<file path="src/rtl/ahb_arb_pkg.sv">
// Shared encodings and helpers for the five-master AHB arbiter.
// Burst length decode and grant-to-index conversion live here so the top stays small.
package ahb_arb_pkg;

    localparam int NMST  = 5;
    localparam int IDX_W = $clog2(NMST);
    localparam int REM_W = 5;
    localparam int GNT_W = 16;

    localparam logic [1:0] HTRANS_IDLE   = 2'd0;
    localparam logic [1:0] HTRANS_BUSY   = 2'd1;
    localparam logic [1:0] HTRANS_NONSEQ = 2'd2;
    localparam logic [1:0] HTRANS_SEQ    = 2'd3;

    localparam logic [2:0] HBURST_SINGLE = 3'd0;
    localparam logic [2:0] HBURST_INCR   = 3'd1;
    localparam logic [2:0] HBURST_WRAP4  = 3'd2;
    localparam logic [2:0] HBURST_INCR4  = 3'd3;
    localparam logic [2:0] HBURST_WRAP8  = 3'd4;
    localparam logic [2:0] HBURST_INCR8  = 3'd5;
    localparam logic [2:0] HBURST_WRAP16 = 3'd6;
    localparam logic [2:0] HBURST_INCR16 = 3'd7;

    typedef enum logic [1:0] {
        ARB_OPEN  = 2'd0,
        ARB_BURST = 2'd1,
        ARB_LOCK  = 2'd2
    } arb_state_e;

    // Beats remaining after the NONSEQ beat; undefined-length INCR counts as single.
    function automatic logic [REM_W-1:0] burst_beats(input logic [2:0] hburst);
        logic [REM_W-1:0] beats;
        beats = '0;
        case (hburst)
            HBURST_WRAP4,  HBURST_INCR4:  beats = 5'd3;
            HBURST_WRAP8,  HBURST_INCR8:  beats = 5'd7;
            HBURST_WRAP16, HBURST_INCR16: beats = 5'd15;
            default:                      beats = 5'd0;
        endcase
        return beats;
    endfunction

    function automatic logic [IDX_W-1:0] onehot_to_idx(input logic [NMST-1:0] oh);
        logic [IDX_W-1:0] idx;
        idx = '0;
        for (int i = 0; i < NMST; i++) begin
            if (oh[i]) idx = idx | IDX_W'(i);
        end
        return idx;
    endfunction

endpackage

</file>
<file path="src/rtl/ahb_arb_pick.sv">
// Combinational priority scanner: first valid one-hot prio field with a matching
// request wins; malformed fields are skipped and no winner falls back to DEF_MST.
module ahb_arb_pick #(
    parameter int NMST    = 5,
    parameter int DEF_MST = 0
) (
    input  logic [NMST*NMST-1:0] prio,
    input  logic [NMST-1:0]      hbusreq,
    output logic [NMST-1:0]      winner
);

    logic [NMST-1:0] hit;

    for (genvar k = 0; k < NMST; k++) begin : g_fld
        logic [NMST-1:0] fld;
        assign fld    = prio[k*NMST +: NMST];
        assign hit[k] = (fld != '0) && ((fld & (fld - 1'b1)) == '0) &&
                        ((fld & hbusreq) != '0);
    end

    // Scan from the lowest-priority field upward so field 0 has the final say.
    always_comb begin
        winner = NMST'(1) << DEF_MST;
        for (int k = NMST - 1; k >= 0; k--) begin
            if (hit[k]) winner = prio[k*NMST +: NMST];
        end
    end

endmodule

</file>
<file path="src/rtl/ahb_arbiter.sv">
// Five-master AHB arbiter: registered one-hot grant frozen during fixed bursts and
// locked sequences, plus data-phase owner tracking for the slave-side muxes.
module ahb_arbiter #(
    parameter int NMST    = 5,
    parameter int DEF_MST = 0
) (
    input  logic                 clk,
    input  logic                 rst,
    input  logic [NMST-1:0]      hbusreq,
    input  logic [NMST-1:0]      hlock,
    input  logic [1:0]           htrans,
    input  logic [2:0]           hburst,
    input  logic                 hready,
    input  logic [NMST*NMST-1:0] prio,
    output logic [15:0]          hgrantx,
    output logic [3:0]           hmaster,
    output logic                 hmastlock
);

    import ahb_arb_pkg::*;

    logic [REM_W-1:0] rem;
    logic [REM_W-1:0] rem_next;
    logic [NMST-1:0]  pick_oh;
    logic [NMST-1:0]  grant_q;
    logic [IDX_W-1:0] grant_sel;
    arb_state_e       state;

    ahb_arb_pick #(
        .NMST    (NMST),
        .DEF_MST (DEF_MST)
    ) u_pick (
        .prio    (prio),
        .hbusreq (hbusreq),
        .winner  (pick_oh)
    );

    assign grant_sel = onehot_to_idx(grant_q);
    assign hgrantx   = {{(GNT_W-NMST){1'b0}}, grant_q};

    always_comb begin
        rem_next = rem;
        if (hready) begin
            case (htrans)
                HTRANS_NONSEQ: rem_next = burst_beats(hburst);
                HTRANS_SEQ:    rem_next = (rem != '0) ? rem - 1'b1 : '0;
                HTRANS_BUSY:   rem_next = rem;
                default:       rem_next = '0;
            endcase
        end
    end

    // Lock outranks burst: a locked owner keeps the bus even between bursts.
    always_comb begin
        state = ARB_OPEN;
        if (hlock[grant_sel])      state = ARB_LOCK;
        else if (rem_next != '0)   state = ARB_BURST;
    end

    always_ff @(posedge clk or posedge rst) begin
        if (rst) begin
            grant_q   <= NMST'(1) << DEF_MST;
            hmaster   <= '0;
            hmastlock <= 1'b0;
            rem       <= '0;
        end else begin
            rem <= rem_next;
            if (hready) begin
                if (state == ARB_OPEN) grant_q <= pick_oh;
                hmaster   <= 4'(grant_sel);
                hmastlock <= hlock[grant_sel];
            end
        end
    end

endmodule

</file>
<file path="config.mk">
export PLATFORM = sky130hd
export DESIGN_NAME = ahb_arbiter
export DESIGN_NICKNAME = d
export VERILOG_FILES = /design/src/rtl/ahb_arb_pkg.sv /design/src/rtl/ahb_arb_pick.sv /design/src/rtl/ahb_arbiter.sv
export SDC_FILE = /design/constraint.sdc
export NUM_CORES = 1
export LEC_CHECK = 0
export CAP_MARGIN = 20
export CORE_MARGIN = 1
export CORE_UTILIZATION = 45
export DETAILED_ROUTE_END_ITERATION = 6
export GPL_TIMING_DRIVEN = 0
export PLACE_DENSITY = 0.91
export SLEW_MARGIN = 30
export SYNTH_ARGS = -nofsm -noshare
export SYNTH_HDL_FRONTEND = slang
export SYNTH_SLANG_ARGS = --single-unit
</file>
<file path="constraint.sdc">
create_clock -name clk -period 2.6 [get_ports clk]
set_clock_uncertainty 0.1 [all_clocks]
set_input_delay 0.52 -clock clk [delete_from_list [all_inputs] [get_ports clk]]
set_output_delay 0.52 -clock clk [all_outputs]
set_load 0.01 [all_outputs]
</file>
Yosys cells after proc, flatten, opt, wreduce, memory -nomap -nowiden
Index checks and enable logic that the tools add are counted.

word-level totals
  register bits after elaboration = 14
  latch bits = 0
  RAM bits = 0
  ROM bits = 0
  bits of input ports = 43
  output and inout port bits = 21
  word-level logic and storage cells = 79
  memories = 0

operators by class
  add/sub/neg operators = 6
  multipliers = 0
  divide/modulo/power cells = 0
  magnitude comparators = 1
  eq/ne operators = 9
  shift-type cells = 0
  muxes and demuxes = 17
  bitwise logic cells = 10
  reductions and logical operators = 32

operators with widths
  kind                 count
  $reduce_bool 5->1    12
  $and 5x5->5          10
  $mux 5               7
  $sub 5x1->5 const B  6
  $logic_not 5->1      5
  $pmux 5 s3           1
  $eq 3x3->1 const B   4
  $pmux 4 s3           1
  $logic_and 1x1->1    10
  $eq 3x2->1 const B   2
  $mux 2               3
  $reduce_or 2->1      3
  $eq 2x2->1 const B   2
  $lt 3x4->1 const B   1
  $bmux 1 s3           1
  $mux 1               3
  $mux 3               1
  $eq 2x1->1 const B   1
  $logic_not 2->1      1
  $reduce_and 2->1     1

Logic depth before layout (Yosys ltp)
Gate-level depths: netlist (run 1).

  word-level depth = 10
  gate-level depth with buffers = 8
  gate-level depth less buffers = 8

By module
Synthesis (run 1) repeated with hierarchy kept, for this count alone.

second synthesis, totals
  cells, all modules = 196
  area total of the unflattened synthesis = 1665.3 um2

by module, submodules not included
  module        instances  cells an instance  area an instance (um2)  seq. area each (um2)
  ahb_arbiter   1          92                 932.1                   351.6
  ahb_arb_pick  1          104                733.2                   0.0

Least setup slack after synthesis (run 1)
Ideal clock, no wire load.

  path kind = input port to flip-flop
  start = in prio[22]
  end = reg grant_q[0]
  library setup time = 82 ps
  arrival = 1802 ps
  required time = 2418 ps
  path slack = 616 ps
  cell stages on the path = 6
  path buffers = 0
  path through = or3b_1 -> o32ai_1 -> o21ai_1 -> o311a_1 -> o221ai_2 -> a21oi_2

between the ends
  cells in the longest elaborated chain, start to end = 10

ends and longest elaborated chain
  element                   RTL line            RTL
  start, declared           ahb_arbiter.sv:14   input logic [NMST*NMST-1:0] prio,
  $sub 5x1->5               ahb_arb_pick.sv:17  assign hit[k] = (fld != '0) && ((fld & (fld - 1'b1)) == '0) &&
  $and 5x5->5               ahb_arb_pick.sv:17
  $logic_not 5->1           ahb_arb_pick.sv:17
  $logic_and 1x1->1         ahb_arb_pick.sv:17
  $logic_and 1x1->1 (*)     ahb_arb_pick.sv:17
  $mux 5 (*) (5 in series)  ahb_arb_pick.sv:25  if (hit[k]) winner = prio[k*NMST +: NMST];
  end signal, assigned      ahb_arbiter.sv:62   grant_q <= NMST'(1) << DEF_MST;
  end signal, assigned      ahb_arbiter.sv:69   if (state == ARB_OPEN) grant_q <= pick_oh;
  end, declared             ahb_arbiter.sv:25   logic [NMST-1:0] grant_q;

Mark *: on every way between the ends. The rest lies on a longest branch, timed or not.
A chain may end at the register's enable or synchronous reset.

Final worst setup path (run 1)
Same ends and word-level chain as after synthesis.

==> metrics.cfg, run 1 <==
[synth]
synth_top_area_share_pct=19.6
synthCells=196
synthFlopType=dfrtp_1
async_flop_share_pct=100
synth_cell_types=53
synth.area.top_cells=dfrtp_1, buf_4, o211ai_1
synth_seq_cells=14
synth_edf_count=0
ys.warnings.count=0
syn-cell-area_sq_um=1660
avgSynthCellArea_sq_um=8.48
synth_largest_area_cell=dfrtp_1
seq_area_frac_synth_pct=21.1

[timing]
finalSetupViolations=0
tightest_slew_ns=0.503
fin_tns_setup_ns=0
rsz0062_at_grt=no
finalCritPeriodShare_pct=93.9
max_slew_margin_pct=66.4
max_freq_ghz=0.410
finalMaxSlewViolations=0
final_hold_viol_count=0
min_period_ns=2.44

[drt]
via_per_inst=5.68
ant_nets=0
route.detailed.drc=0
drtIter0Drc=78
wl_per_cell_um=13.1
vias=1745
wirelength_mm=4.01
drt-pass1-iter-count=5

[finish]
ff_latch_area_sq_um=352
fillers=283
fin_util_pct=67.4
multi_input_area_sq_um=1200
diodes=0
area_growth_pct=39.4
drive_gt1_share_pct=14.6
nets=306
instances_no_fill=307
design_area_sq_um=2320

[clock_network]
post_cts_resized=0
cts_made_buffers=3
cts_sinks=14
ctsRootBufferMaster=clkbuf_8
post_cts_buffers=0
htree_levels=1
clock_path_buffers=2
clk_pin_slew_worst_paths_ns=0.06
postCtsHoldBufs=0
clkLatencyLatePin_ns=0.24
cts_tree=built

[critical_path]
worstPathRequired_ns=2.67
critical_path.max_fanout=5
cp_num_buf_inv=1
start_kind=input port
crit_chain=clkdlybuf4s50_1, or3b_1, o32ai_1, o21ai_1, o311a_1, o221ai_2, a21oi_2
slowest_stage=clkdlybuf4s50_1
crit_family=compound AO/OA/AOI/OAI gates
critPathKind=input port to flop
arrival_ns=2.51
worst_setup_path_end_kind=flop
slowest_delay_ns=0.51

[floorplanning]
std_cell_rows=21
start_util_pct=48.3
io_pins=64
die_h_um=62.8
die-width_um=62.8
dieArea_sq_um=3940
core_area_sq_um=3440

[status]
outcome=finished clean

[global_routing]
grt_overflow=0
grt_pass1_wl_mm=6.88
grt_pass1_vias=1588
grtUsageTotal_pct=21.2
antenna_found_initial=0
grt_start_max_net_pins=15

[pwr]
cell_internal_pwr_w=0.000770
power_density_nw_per_um2=520
swShare_pct=36.1
leakagePower_nw=0.900
power_frac_seq_pct=30.6
max-vdd-ir-drop_mv=0.241
p_total_w=0.00121
switchingPower_w=0.000436
combPwrFrac_pct=52.1
pwr-share-clk_pct=17.3

[placed_design]
place_inst=303
dpl.hpwl_mm=3.21
dpl_cell_area_sq_um=2260
gp_congestion=0.849
portBuffers=50

[flow_run]
cap_violations=0

[worst_hold_path]
hold_path_class=flop to flop

==> power groups by stage <==
stage / Sequential, W / Clock [W] / Combinational [W]
finish: 0.000369 / 0.000209 / 0.000628
floorplan: 0.000380 / 0 / 0.000328
CTS: 0.000368 / 0.000214 / 0.000630
detailed placement: 0.000371 / 0 / 0.000625
global route: 0.000380 / 0.000224 / 0.000689
global placement: 0.000367 / 0 / 0.000610
==> placed cells by master (no fill, tap or decap), types with 2 or more instances in the layout <==
cell             instances
o211ai_1                11
xnor2_1                  7
nand2b_1                11
nor2b_1                  3
a21oi_1                 11
a2111oi_2                3
nor2_1                  11
o21a_1                   4
a222oi_1                 4
nor3_1                   5
buf_4                   13
o311ai_1                 2
or3_1                    2
o21ai_1                  5
or3b_1                   5
o32ai_1                  2
nand2_1                 11
nand3_1                  2
conb_1                  12
dfrtp_1                 13
and2_2                   2
inv_1                   14
clkbuf_8                 4
nor4_1                   2
a211o_1                  2
a22oi_1                  6
o21ai_0                 16
o32ai_4                  2
clkdlybuf4s50_1         50
==> worst min-delay path: cells and delay by family (launching register included) <==
family | cells | cell delay, ns
simple gates | 2 | 0.11
flops | 1 | 0.34
==> cells by family (layout without fill, tap and decap cells) <==
kind of cell             count (synthesis)  in the layout  share of synthesized area, %
flip-flops                              14             14                          21.1
multiplexers                             1              1                         0.677
AO/OA/AOI/OAI                           83             83                          41.2
XOR/XNOR                                 7              7                          3.69
other                                    1             12                         0.226
adder cells (fa/ha/maj)                  1              1                         0.752
buffers and inverters                   28             82                          9.25
AND/OR/NAND/NOR                         61             61                          23.1
==> path summary, 6_finish.rpt <==
kind	start	endpoint	slack, ns	cells past startpoint
max	prio[22]	grant_q[0]	0.16	7
min	hmastlock	hmastlock	0.39	2
max reg2reg	rem[0]	grant_q[2]	0.37	8
min reg2reg	hmastlock	hmastlock	0.39	2
max in group asynchronous	rst	grant_q[0]	1.54	2
min in group asynchronous	rst	hmaster[1]	0.51	2
==> area by class of cell <==
class,count,area share (%)
Multi-Input combinational cell,165,51.7
Timing Repair Buffer,50,21.6
Sequential cell,14,15.2
Buffer,14,4.43
Tap cell,46,2.48
Clock buffer,4,2.37
Inverter,14,2.27
==> synthesized netlist by cell type (all sizes together), types with 2 or more instances <==
cell and number:
o32ai 5, o21a 5, or3b 5, a2111oi 4
o211ai 11, nand2b 11, dfrtp 13, buf 13
nand2 11, nor2b 3, and2 2, a211o 2
a21oi 12, nand3 2, o311ai 2, a222oi 4
o21ai 22, inv 14, nor3 5, or3 3
nor4 2, nor2 11, a22oi 6, xnor2 7
==> layer usage <==
layer / vias to the layer above / routed length [um] / track usage, %
met5: - / 0 / 0
met4: 0 / 53 / 8.72
met3: 6 / 178 / 2.37
met2: 68 / 2050 / 37.6
met1: 802 / 1730 / 25.9
li1: 869 / - / -
==> through the flow <==
step                hold slack (ns)  setup slack (ns)
floorplan                     0.309             0.616
global placement              0.374           -0.0718
detailed placement            0.381           -0.0787
CTS                           0.395             0.157
global route                  0.417           0.00526
finish                        0.390             0.159
==> state kept, by name, indices dropped and copies added (netlist names) <==
name / cells
hmaster: 3
hmastlock: 1
grant_q: 5
rem: 5
(Power assumes the default switching activity.)
==> run 2: changes to the inputs <==
--- a/config.mk
+++ b/config.mk
@@ -11,6 +11,7 @@
 export DETAILED_ROUTE_END_ITERATION = 6
 export GPL_TIMING_DRIVEN = 0
 export PLACE_DENSITY = 0.91
+export SKIP_LAST_GASP = 1
 export SLEW_MARGIN = 30
 export SYNTH_ARGS = -nofsm -noshare
 export SYNTH_HDL_FRONTEND = slang
==> constraint.sdc (replaced) <==
create_clock -name clk -period 2.8 [get_ports clk]
set_clock_uncertainty 0.1 [all_clocks]
set_input_delay 0.56 -clock clk [delete_from_list [all_inputs] [get_ports clk]]
set_output_delay 0.56 -clock clk [all_outputs]
set_load 0.01 [all_outputs]
==> run 2 against run 1 <==
Sequential cell count did not move. Global-route usage did not move. Sequential share of layout area barely moved. Total power fell by 7.2%. Clock power fell by 7%. Non-clock buffer count did not move. Critical path type unchanged.
==> metrics.cfg, run 2 (synthesized netlist as in run 1, its figures left out) <==
[placed_design]
gp_congestion=0.849
place_ws_ns=0.0813
portBuffers=50
dpl.hpwl_mm=3.21

[worst_hold_path]
hold_path_end=hmastlock
min_from=hmastlock
hold_depth=2
hold_path_class=flop to flop

[clock_network]
post_cts_buffers=0
cts_made_buffers=3
post_cts_resized=0
cts_tree=built
clock_path_buffers=2
htree_levels=1
clkLatencyLatePin_ns=0.24
ctsRootBufferMaster=clkbuf_8
cts_sinks=14
clk_pin_slew_worst_paths_ns=0.06
postCtsHoldBufs=0

[drt]
drtIter0Drc=85
via_per_inst=5.70
vias=1749
wl_per_cell_um=13.0
ant_nets=0
drt-pass1-iter-count=5
route.detailed.drc=0
wirelength_mm=4.00

[finish]
area_growth_pct=39.4
ff_latch_area_sq_um=352
diodes=0
final_cell_mix=clkdlybuf4s50_1, o21ai_0, inv_1, buf_4, dfrtp_1
drive_gt1_share_pct=14.2
mostFrequentLayoutCell=clkdlybuf4s50_1
fillers=281
top_regs=grant_q: 5 flops, rem: 5 flops, hmaster: 3 flops
nets=306
multi_input_area_sq_um=1200

[global_routing]
grtUsageTotal_pct=21.2
antenna_found_initial=0
grt_overflow=0
grt_start_max_net_pins=15
grt_pass1_wl_mm=6.88
grt_pass1_vias=1588

[critical_path]
worstPathRequired_ns=2.87
worst_setup_path_end_kind=flop
crit_chain=clkdlybuf4s50_1, a222oi_1, nand2_1, o21a_4, o311a_1, o221ai_2, a21oi_2
start_kind=input port
slowest_stage=clkdlybuf4s50_1
r2r_end=grant_q[2]
r2r-start=rem[0]
rrSetupSlack_ns=0.57
arrival_ns=2.56
critical_path.max_fanout=6
slowest_delay_ns=0.52
ff2ff_path_depth=8
critPathKind=input port to flop

[floorplanning]
std_cell_rows=21
die_h_um=62.8
core_area_sq_um=3440
start_util_pct=48.3
die-width_um=62.8
io_pins=64
dieArea_sq_um=3940

[pwr]
power_density_nw_per_um2=483
p_total_w=0.00112
max-vdd-ir-drop_mv=0.224
leakagePower_nw=0.897

[timing]
final_hold_viol_count=0
finalSetupViolations=0
finalCritPeriodShare_pct=88.7
rsz0062_at_grt=no
min_period_ns=2.48
tightest_slew_ns=0.501
finalMaxSlewViolations=0
fin_tns_setup_ns=0
layout_setup_ws_ns=0.315
max_freq_ghz=0.402
max_slew_margin_pct=66.6

[flow_run]
cap_violations=0

[status]
outcome=finished clean

-- run 2: power by group --
part | total [W] | switching, W | internal, W | leakage (nW)
Clock | 0.000194 | 0.0000691 | 0.000124 | 0.0288
Combinational | 0.000583 | 0.000265 | 0.000317 | 0.692
Sequential | 0.000342 | 0.0000697 | 0.000273 | 0.176
Total | 0.00112 | 0.000404 | 0.000715 | 0.897
-- run 2: worst max-delay path, delay by kind of cell --
family | cells | cell delay (ns)
AND/OR/NAND/NOR | 1 | 0.21
buffers and inverters | 1 | 0.52
AO/OA/AOI/OAI | 5 | 1.26
-- run 2: cell type report --
class	count	area share [%]
Timing Repair Buffer	50	21.6
Sequential cell	14	15.2
Clock buffer	4	2.38
Multi-Input combinational cell	165	51.7
Inverter	14	2.27
Buffer	14	4.37
Tap cell	46	2.48
-- run 2: per-layer routing --
metal	track usage (%)	share of wire, %
met1	25.9	43
met2	37.6	51
met3	2.37	4.5
met4	8.72	1.3
met5	0	0
-- run 2: worst max path at each step --
stage / startpoint / endpoint / slack [ns] / cells after the start
floorplan: prio[22] / grant_q[0] / 0.78 / 6
global placement: prio[16] / grant_q[0] / 0.09 / 7
detailed placement: prio[16] / grant_q[0] / 0.08 / 7
CTS: hready / grant_q[1] / 0.32 / 7
global route: hready / grant_q[4] / 0.14 / 7
finish: prio[16] / grant_q[0] / 0.32 / 7
-- run 2: per-stage QoR --
stage | cells | area (sq um) | util [%] | hold slack [ns]
after global routing | 307 | 2320 | 67.3 | 0.417
final | 307 | 2320 | 67.3 | 0.391
after floorplan | 207 | 1700 | - | 0.349
after global placement | 303 | 2260 | 65.7 | 0.374
after CTS | 307 | 2320 | 67.3 | 0.395
after detailed placement | 303 | 2260 | 65.7 | 0.381
==> run 3: changes to the inputs <==
--- a/config.mk
+++ b/config.mk
@@ -6,11 +6,13 @@
 export NUM_CORES = 1
 export LEC_CHECK = 0
 export CAP_MARGIN = 20
-export CORE_MARGIN = 1
-export CORE_UTILIZATION = 45
+export CELL_PAD_IN_SITES_DETAIL_PLACEMENT = 0
+export CELL_PAD_IN_SITES_GLOBAL_PLACEMENT = 1
+export CORE_MARGIN = 4
+export CORE_UTILIZATION = 32
 export DETAILED_ROUTE_END_ITERATION = 6
 export GPL_TIMING_DRIVEN = 0
-export PLACE_DENSITY = 0.91
+export PLACE_DENSITY = 0.9
 export SKIP_LAST_GASP = 1
 export SLEW_MARGIN = 30
 export SYNTH_ARGS = -nofsm -noshare
==> run 3 against run 2 <==
Via count down 1.9%. Count of clock-buffer cells in the layout is the same. Largest power group unchanged. Critical path depth is the same. Sequential power barely moved. Final area grew 1.1%. Combinational power barely moved. Setup slack got worse by 0.034 ns. Wire length grew 9.6%. Total power down 0.37%. Core utilization fell by 19 points.
==> metrics.cfg, run 3 (synthesized netlist as in run 1, its figures left out) <==
[critical_path]
worstPathRequired_ns=2.87
start_kind=input port
critical_path.max_fanout=6
r2r_end=grant_q[3]
arrival_ns=2.59
rrSetupSlack_ns=0.57
endpoint=grant_q[0]
r2r-start=rem[0]
critPathKind=input port to flop
ff2ff_path_depth=8
crit_start=prio[16]
worst_setup_path_end_kind=flop

[drt]
wirelength_mm=4.38
vias=1716
drt-pass1-iter-count=5
via_per_inst=5.23
drtIter0Drc=42
wl_per_cell_um=13.4
ant_nets=0
route.detailed.drc=0

[placed_design]
portBuffers=50
dpl.hpwl_mm=3.58
gp_congestion=0.830
place_inst=324

[timing]
final_hold_viol_count=0
rsz0062_at_grt=no
max_freq_ghz=0.397
tightest_slew_ns=0.524
min_period_ns=2.52
max_slew_margin_pct=65.1
fin_tns_setup_ns=0
finalCritPeriodShare_pct=90.0
finalMaxSlewViolations=0
finalSetupViolations=0

[finish]
area_growth_pct=40.9
diodes=0
final_cell_mix=clkdlybuf4s50_1, o21ai_0, inv_1, buf_4, dfrtp_1
fillers=493
drive_gt1_share_pct=14.2
instances_no_fill=328
mostFrequentLayoutCell=clkdlybuf4s50_1
top_regs=grant_q: 5 flops, rem: 5 flops, hmaster: 3 flops
nets=306

[clock_network]
cts_tree=built
postCtsHoldBufs=0
cts_made_buffers=3
htree_levels=1
clkLatencyLatePin_ns=0.24
ctsRootBufferMaster=clkbuf_8
clk_pin_slew_worst_paths_ns=0.06
post_cts_buffers=0
post_cts_resized=0
clock_path_buffers=2
cts_sinks=14

[floorplanning]
core_area_sq_um=4880
dieArea_sq_um=6410
die-width_um=80.1
die_h_um=80.1
io_pins=64
start_util_pct=34.1
std_cell_rows=25

[global_routing]
grt_start_max_net_pins=15
grt_overflow=0
grt_pass1_wl_mm=7.38
antenna_found_initial=0
grt_pass1_vias=1678
grtUsageTotal_pct=14.0

[pwr]
max-vdd-ir-drop_mv=0.203
leakagePower_nw=0.897
power_density_nw_per_um2=476

[worst_hold_path]
hold_path_class=flop to flop

[status]
outcome=finished clean

[flow_run]
cap_violations=0

-- run 3: worst max-delay path, cell delays in order --
cell and delay, ns:
clkdlybuf4s50_1 0.53, a222oi_1 0.47, nand2_1 0.22, o21a_4 0.19, o311a_1 0.34, o221ai_2 0.21
a21oi_2 0.08
-- run 3: stage by stage --
| stage | cell area, sq um | hold WS (ns) | setup slack [ns] | utilization [%] | total power [W] |
|---|---|---|---|---|---|
| finish | 2340 | 0.399 | 0.281 | 48.0 | 0.00111 |
| global route | 2340 | 0.450 | 0.0638 | 48.0 | 0.00121 |
| CTS | 2340 | 0.403 | 0.287 | 48.0 | 0.00113 |
| detailed placement | 2290 | 0.387 | 0.0364 | 46.9 | 0.000927 |
| global placement | 2290 | 0.373 | 0.0841 | 46.9 | 0.000920 |
| floorplan | 1700 | 0.349 | 0.776 | - | 0.000658 |
-- run 3: metal layers --
| metal | global-route usage [%] | wire length (um) |
|---|---|---|
| met5 | 0 | 0 |
| met4 | 4.05 | 55 |
| met3 | 1.68 | 308 |
| met2 | 24.7 | 2080 |
| met1 | 17.7 | 1940 |
-- run 3: worst min-delay path by stage --
stage / from / cells after the start / endpoint / slack (ns)
after floorplan: rst / 1 / grant_q[1] / 0.35
after global placement: hmastlock / 2 / hmastlock / 0.37
after detailed placement: hmastlock / 2 / hmastlock / 0.39
after CTS: hmastlock / 2 / hmastlock / 0.40
after global routing: hmaster[2] / 1 / hmaster[2] / 0.45
final: hmastlock / 2 / hmastlock / 0.40
-- run 3: layout make-up --
class	instances	area, sq um	area share [%]
Buffer	14	101	4.32
Clock buffer	4	55.1	2.35
Inverter	14	52.6	2.24
Multi-Input combinational cell	165	1200	51.1
Sequential cell	14	352	15.0
Tap cell	67	83.8	3.58
Timing Repair Buffer	50	500	21.4
-- run 3: power by group --
| group | internal (W) | switching (W) | leakage [nW] |
|---|---|---|---|
| clock network | 0.000124 | 0.0000669 | 0.0288 |
| logic | 0.000317 | 0.000263 | 0.692 |
| registers | 0.000273 | 0.0000704 | 0.176 |
| total | 0.000714 | 0.000400 | 0.897 |
